--- src/rtl/reg_file_pkg.sv ---
// Shared types and helpers for the 16x16 general-purpose register file.
package reg_file_pkg;

  localparam int DATA_W_DEFAULT = 16;
  localparam int NUM_REGS       = 16;
  localparam int REG_IDX_W      = 4;

  typedef logic [DATA_W_DEFAULT-1:0] reg_data_t;
  typedef logic [NUM_REGS-1:0]       reg_onehot_t;

  // OR of the indices of all set bits; exact only for a one-hot input.
  function automatic logic [REG_IDX_W-1:0] onehot_to_idx(input reg_onehot_t oh);
    logic [REG_IDX_W-1:0] idx;
    idx = '0;
    for (int i = 0; i < NUM_REGS; i++) begin
      if (oh[i]) idx = idx | REG_IDX_W'(i);
    end
    return idx;
  endfunction

endpackage

--- src/rtl/reg_file_16x16_onehot_check.sv ---
// Classifies a 16-bit write enable as zero / one-hot / multi-hot and encodes its index.
module onehot_check
  import reg_file_pkg::*;
(
  input  reg_onehot_t          vec_i,
  output logic                 is_zero_o,
  output logic                 is_onehot_o,
  output logic                 is_multi_o,
  output logic [REG_IDX_W-1:0] idx_o
);

  // Clearing the lowest set bit leaves zero exactly when at most one bit was set.
  logic lowCleared;

  assign lowCleared  = ((vec_i & (vec_i - reg_onehot_t'(1))) == '0);
  assign is_zero_o   = (vec_i == '0);
  assign is_onehot_o = !is_zero_o && lowCleared;
  assign is_multi_o  = !is_zero_o && !lowCleared;
  assign idx_o       = onehot_to_idx(vec_i);

endmodule

--- src/rtl/reg_file_16x16.sv ---
// 16-entry register file with two registered read ports, sticky malformed-enable flag
// and saturating write counter. Define REGFILE_BYPASS_EN for same-cycle write forwarding.
module reg_file_16x16
  import reg_file_pkg::*;
#(
  parameter int DATA_W  = DATA_W_DEFAULT,
  parameter int ZERO_R0 = 1
) (
  input  logic              clk,
  input  logic              reset,
  input  logic              wr_valid,
  input  logic [15:0]       wr_en_onehot,
  input  logic [DATA_W-1:0] wr_data,
  input  logic [3:0]        rd_a_sel,
  input  logic [3:0]        rd_b_sel,
  input  logic              rd_stall,
  output logic [DATA_W-1:0] rd_a_data,
  output logic [DATA_W-1:0] rd_b_data,
  output logic              wr_err,
  output logic [15:0]       wr_count
);

  logic [DATA_W-1:0]    regs_q [NUM_REGS];
  logic [DATA_W-1:0]    regs_d [NUM_REGS];
  logic [DATA_W-1:0]    rd_a_q, rd_a_d, rd_b_q, rd_b_d;
  logic                 wr_err_q, wr_err_d;
  logic [15:0]          wr_count_q, wr_count_d;

  logic                 isZero, isOnehot, isMulti;
  logic [REG_IDX_W-1:0] wrIdx;
  logic                 wrAttempt, wrAccept, wrMalformed, wrCommit, r0Target;
  logic [DATA_W-1:0]    rdARaw, rdBRaw;

  onehot_check u_onehot_check (
    .vec_i       (wr_en_onehot),
    .is_zero_o   (isZero),
    .is_onehot_o (isOnehot),
    .is_multi_o  (isMulti),
    .idx_o       (wrIdx)
  );

  // An accepted write to a hardwired r0 still counts but never changes storage.
  assign wrAttempt   = wr_valid && !isZero;
  assign wrAccept    = wrAttempt && isOnehot;
  assign wrMalformed = wrAttempt && isMulti;
  assign r0Target    = (ZERO_R0 != 0) && (wrIdx == '0);
  assign wrCommit    = wrAccept && !r0Target;

  always_comb begin
    regs_d = regs_q;
    if (wrCommit) regs_d[wrIdx] = wr_data;
  end

  always_comb begin
    rdARaw = regs_q[rd_a_sel];
    rdBRaw = regs_q[rd_b_sel];
    if ((ZERO_R0 != 0) && (rd_a_sel == '0)) rdARaw = '0;
    if ((ZERO_R0 != 0) && (rd_b_sel == '0)) rdBRaw = '0;
`ifdef REGFILE_BYPASS_EN
    if (wrCommit && (wrIdx == rd_a_sel)) rdARaw = wr_data;
    if (wrCommit && (wrIdx == rd_b_sel)) rdBRaw = wr_data;
`endif
    rd_a_d = rd_stall ? rd_a_q : rdARaw;
    rd_b_d = rd_stall ? rd_b_q : rdBRaw;
  end

  always_comb begin
    wr_err_d   = wr_err_q || wrMalformed;
    wr_count_d = wr_count_q;
    if (wrAccept && (wr_count_q != 16'hFFFF)) wr_count_d = wr_count_q + 16'd1;
  end

  always_ff @(posedge clk) begin
    if (reset) begin
      for (int i = 0; i < NUM_REGS; i++) regs_q[i] <= '0;
      rd_a_q     <= '0;
      rd_b_q     <= '0;
      wr_err_q   <= 1'b0;
      wr_count_q <= '0;
    end else begin
      regs_q     <= regs_d;
      rd_a_q     <= rd_a_d;
      rd_b_q     <= rd_b_d;
      wr_err_q   <= wr_err_d;
      wr_count_q <= wr_count_d;
    end
  end

  assign rd_a_data = rd_a_q;
  assign rd_b_data = rd_b_q;
  assign wr_err    = wr_err_q;
  assign wr_count  = wr_count_q;

endmodule

--- config.mk ---
export PLATFORM = sky130hd
export DESIGN_NAME = reg_file_16x16
export DESIGN_NICKNAME = d
export VERILOG_FILES = /design/src/rtl/reg_file_pkg.sv /design/src/rtl/reg_file_16x16_onehot_check.sv /design/src/rtl/reg_file_16x16.sv
export SDC_FILE = /design/constraint.sdc
export NUM_CORES = 1
export LEC_CHECK = 0
export ABC_AREA = 1
export CAP_MARGIN = 20
export CORE_ASPECT_RATIO = 1.2
export CORE_MARGIN = 10
export CORE_UTILIZATION = 61
export CTS_CLUSTER_DIAMETER = 150
export DETAILED_ROUTE_END_ITERATION = 10
export PLACE_DENSITY = 0.81
export SETUP_SLACK_MARGIN = 0.15
export SKIP_LAST_GASP = 1
export SYNTH_ARGS = -nofsm -noshare
export SYNTH_HDL_FRONTEND = slang
export SYNTH_SLANG_ARGS = --single-unit
--- constraint.sdc ---
create_clock -name clk -period 2.7 [get_ports clk]
set_input_delay 0.27 -clock clk [delete_from_list [all_inputs] [get_ports clk]]
set_output_delay 0.27 -clock clk [all_outputs]
set_load 0.02 [all_outputs]
Word level (Yosys, flattened, before mapping)
Cells that the tools add are included.
Operators by class
  muxes and demuxes: 26
  bitwise logic cells: 4
  add/sub/neg operators: 2
  reductions and logical operators: 17
  $lt $le $gt $ge: 4
  equal/unequal tests: 1
Operator list (count)
  bitwise mux 256 bit: 1
  binary-select mux 16 bit (select 4 bit): 2
  two-way mux 16 bit: 7
  demux 16 bit (select 4 bit): 1
  zero test 16 bit: 2
  two-way mux 4 bit: 8
  adder 16 x 1 -> 16 bit (second input constant): 1
  bitwise AND 16 bit: 1
  != test 16 bit (second input constant): 1
  subtractor 16 x 1 -> 16 bit (second input constant): 1
  greater-or-equal comparator 5 bit (second input constant): 3
  inverter 4 -> 5 bit: 3
  zero test 4 bit: 3
  two-way mux 3 bit: 4
  logical AND 1 bit: 8
  less-than comparator 5 x 1 -> 1 bit (second input constant): 1
  two-way mux 2 bit: 2
  zero test 1 bit: 3
  logical OR 1 bit: 1
  two-way mux 1 bit: 1
Storage, ports and cells
  register bits: 305
  input bits: 44
  logic and storage cells: 74

Depth between registers and ports, before layout
  depth after elaboration: 21
  mapped depth: 15
  gate-level depth less buffers: 13

Modules after synthesis
A second synthesis with hierarchy kept.
Second synthesis, totals
  cell total of the unflattened synthesis: 2711
  area, all modules: 16842.4 sq um
Modules (own cells, without submodules)
  reg_file_16x16: cells each 2619, area an instance 16402.0 sq um, times used 1
  onehot_check: cells each 92, area an instance 440.4 sq um, times used 1

Worst setup path after synthesis
No wires, ideal clock.
  path kind: reg2reg
  start: reg wr_count_q[0] (netlist: wr_count[0])
  end: reg wr_count_q[1] (netlist: wr_count[1])
  period minus slack after synthesis: 2142 ps
  stages on the path, launching flop included: 12
  setup slack: 558 ps
  data arrival time: 2026 ps
  library setup time: 116 ps
  path through: dfxtp_1 > ha_1 > nand2_1 > nor3_1 > nand2_1 > nor2_1 > nand4_1 > clkbuf_1 > nand2_1 > nand2_1 > inv_1 > nor2_1
On the way
  word-level cells in the longest chain between the ends: 2
  elaborated cells on any way between the ends: 3
RTL lines
  from (decl): RTL line reg_file_16x16.sv:27  | logic [15:0] wr_count_q, wr_count_d;
  from (signal assigned): RTL line reg_file_16x16.sv:85  | wr_count_q <= wr_count_d;
  parallel branches: the longest is 2 deep, another holds adder 16 x 1 -> 16 bit
Parallel ways; which one is timed is not known.
A chain may end at the register's enable or synchronous reset.

Final worst setup path
  start: reg wr_count_q[0] (netlist: wr_count[0])
  end: reg wr_count_q[8] (netlist: wr_count[8])
Same word-level chain as after synthesis.

==> summary.txt <==
Power and ir drop
  – Power Density: 543 nW/um2
  – Switching Fraction: 25.8%
  – Static leakage: 9.30 nW
  – Net Switching: 2.76 mW
  – P_int: 7.93 mW
  – Seq pwr share: 42.5%
  – Clock power frac: 46.9%
  – Peak supply drop: 0.495 mV
  – Combinational power share: 10.6%

Drt
  – Vias/cell: 5.69
  – Antenna-violating nets left: 0
  – Routed len/inst: 17.3 um
  – 1st-iter DRT viols: 2404
  – Final WL: 56.5 mm
  – DR vias: 18.6k
  – Remaining DRCs: 0
  – Drt first pass iters: 7

Finish
  – Fillers: 2309
  – Area delta synth->final: 15.6%
  – Layout Nets: 2913
  – Layout cell share with drive strength beyond 1: 5.36%
  – Multi-input gate area: 8700 um2
  – Sequential cell area: 6110 um2
  – Final std cell area, no fill: 19700 um2

Critical path
  – Startpoint Class: flop
  – Crit path capture type: flop
  – Critical Path Source: wr_count[0]
  – CP max FO: 15
  – Reg2Reg Depth: 11
  – Reg-to-reg startpoint: wr_count[0]
  – Flop-to-flop setup slack: 0.51 ns
  – Crit path required time: 3.10 ns
  – Crit path kind: reg -> reg
  – Worst Setup EP: wr_count[8]
  – FF-to-FF End: wr_count[8]
  – Critical Path AT: 2.58 ns

Run
  – Max cap viols: 0

GRT
  – First-pass GRT wire length: 88.5 mm
  – Vias in the first global route: 16.9k
  – Initial antenna violation count: 3
  – Largest net degree at the start of global routing: 99
  – GRT Total Usage: 31.2%
  – GR Overflow Total: 0

Floorplanning
  – Num rows: 66
  – Die area: 35000 um2
  – Total I/O pin count: 93
  – Die Span X: 172 um
  – Core area: 27300 um2
  – Starting density of the core: 62.2%
  – Die height: 203 um

Synthesis
  – Distinct cells, synth: 27
  – Syn Inst Count: 2869
  – Syn. warnings: 0
  – Post-Syn Area: 17000 um2
  – Seq/Total Area, Yosys: 35.9%
  – Synth Net Count: 2914
  – FF+latch count, synth: 305
  – Syn avg cell area: 5.93 um2

Clock network
  – CTS sink cnt: 305
  – H-tree depth: 2
  – Root Buffer: clkbuf_16
  – Bufs on Longest Clock Path: 3
  – Worst-Skew Late Latency: 0.53 ns
  – Post-CTS Resized: 0
  – Clock transition at path regs: 0.07 ns
  – CTS tree: done
  – Setup bufs post-CTS: 0
  – CTS Buf Count: 35
  – Cts hold-fix bufs: 0

Timing
  – Worst-Margin Slew: 1.01 ns
  – Minimum clock period: 2.19 ns
  – Maximum clock frequency: 0.457 GHz
  – Crit share post-route: 81.0%
  – Slew Viols, Final: 0
  – Post-route clock skew: 0.0192 ns
  – Slew margin rel.: 32.3%
  – Final hold vios: 0
  – Final setup fails: 0
  – RSZ-0062 raised after global routing: no
  – Final TNS setup: 0 ns

Placement
  – Area post-placement: 18500 um2
  – Number of port buffers: 92
  – Final HPWL DP: 35.6 mm
  – Gpl congestion: 0.904

Outcome
  – Status: finished clean

Worst hold path
  – HP Class: in -> reg
[per-stage QoR]
step	cells	utilization [%]	setup WS [ns]	hold slack (ns)	power (mW)
2_1_floorplan	2869	-	0.558	0.405	5.27
3_5_place_dp	3204	67.5	0.115	0.422	5.73
5_1_grt	3267	71.9	0.302	0.174	10.9
6_report	3267	71.9	0.514	0.136	10.7
4_1_cts	3265	71.9	0.539	0.125	10.6
3_3_place_gp	3204	67.5	0.140	0.418	5.72
[final cells by class]
type                       count  area share, %
multi-input combinational   1996           44.3
inverter                     363           6.97
antenna                        1         0.0127
clock buffer                  50           5.26
tap                          374           2.38
sequential                   305           31.1
clock inverter                11          0.834
timing repair buffer         167           9.23
[sequential cells by signal, indices dropped and copies added, names as in the netlist]
register / cells
wr_count: 16
wr_err: 1
regs_q: 256
rd_a_data: 16
rd_b_data: 16
[cell usage in the layout, fill, tap and decap left out, drive strengths merged]
cell	synthesis	routed
clkdlybuf4s50	0	87
a21oi	317	317
dfxtp	305	305
clkinv	2	9
inv	361	360
nand4	33	33
nor3b	1	1
clkinvlp	0	1
clkbuf	154	50
a31oi	2	2
nand2	662	662
diode	0	1
nor2	519	519
ha	1	1
o21ai	334	334
buf	51	80
nor4	2	2
bufinv	0	4
nor3	5	5
nand3	120	120
[cells in the mapped netlist]
library cell,n,area [um2]
nand2_2,2,12.5
nand4_2,1,12.5
nand4_1,25,156
a21oi_1,317,1590
nor4_1,2,12.5
inv_1,358,1340
a31oi_1,2,12.5
nand3_1,120,601
nor3b_1,1,7.51
buf_2,32,160
inv_2,3,11.3
nor2_2,2,12.5
buf_6,1,11.3
o21ai_1,7,35.0
nor2_4,2,22.5
buf_12,1,20.0
nand4_4,7,149
nor3_1,5,25.0
clkinv_1,2,7.51
clkbuf_1,154,578
o21ai_0,327,1640
dfxtp_1,305,6110
ha_1,1,12.5
buf_1,15,56.3
buf_4,2,15.0
nor2_1,515,1930
nand2_1,660,2480
[layer usage]
layer  wire length (um)  up-vias  global-route usage (%)
met4               3430        4                    18.9
met2              26100     1063                    51.5
met3               5940      252                    5.43
met1              21000     8299                    36.7
li1                   -     8960                       -
met5                 26        -                       0
[critical path: stages (launching register included)]
cell and delay (ns):
dfxtp_1 0.40, ha_1 0.22, nand2_1 0.08, nor3_1 0.33, nand2_1 0.15, nor2_1 0.19, nand4_1 0.16, buf_4 0.23
nand4_1 0.13, nand2_1 0.06, nand2_1 0.06, nor2_1 0.05
[cell families after synthesis]
logic type,after synthesis,share of synthesized area [%]
AOI/OAI and AO/OA,653,19.2
adders and majority gates,1,0.0735
buffers and inverters,568,13.0
DFF,305,35.9
and+or+nand+nor,1342,31.9
[power groups by stage]
stage | registers (mW) | logic (mW) | clock network [mW]
global route | 4.54 | 1.20 | 5.19
detailed placement | 4.64 | 1.09 | 0
global placement | 4.64 | 1.08 | 0
finish | 4.54 | 1.13 | 5.01
floorplan | 4.68 | 0.591 | 0
CTS | 4.54 | 1.10 | 5.00
[worst min-delay path by stage]
stage,end,slack [ns],start,cells after the start
floorplan,regs_q[0],0.40,wr_data[0],2
global placement,regs_q[248],0.42,regs_q[248],2
detailed placement,regs_q[248],0.42,regs_q[248],2
CTS,regs_q[142],0.13,reset,4
global route,regs_q[158],0.17,reset,4
finish,regs_q[174],0.14,reset,4
No activity file was read; power rests on OpenSTA's default activity.
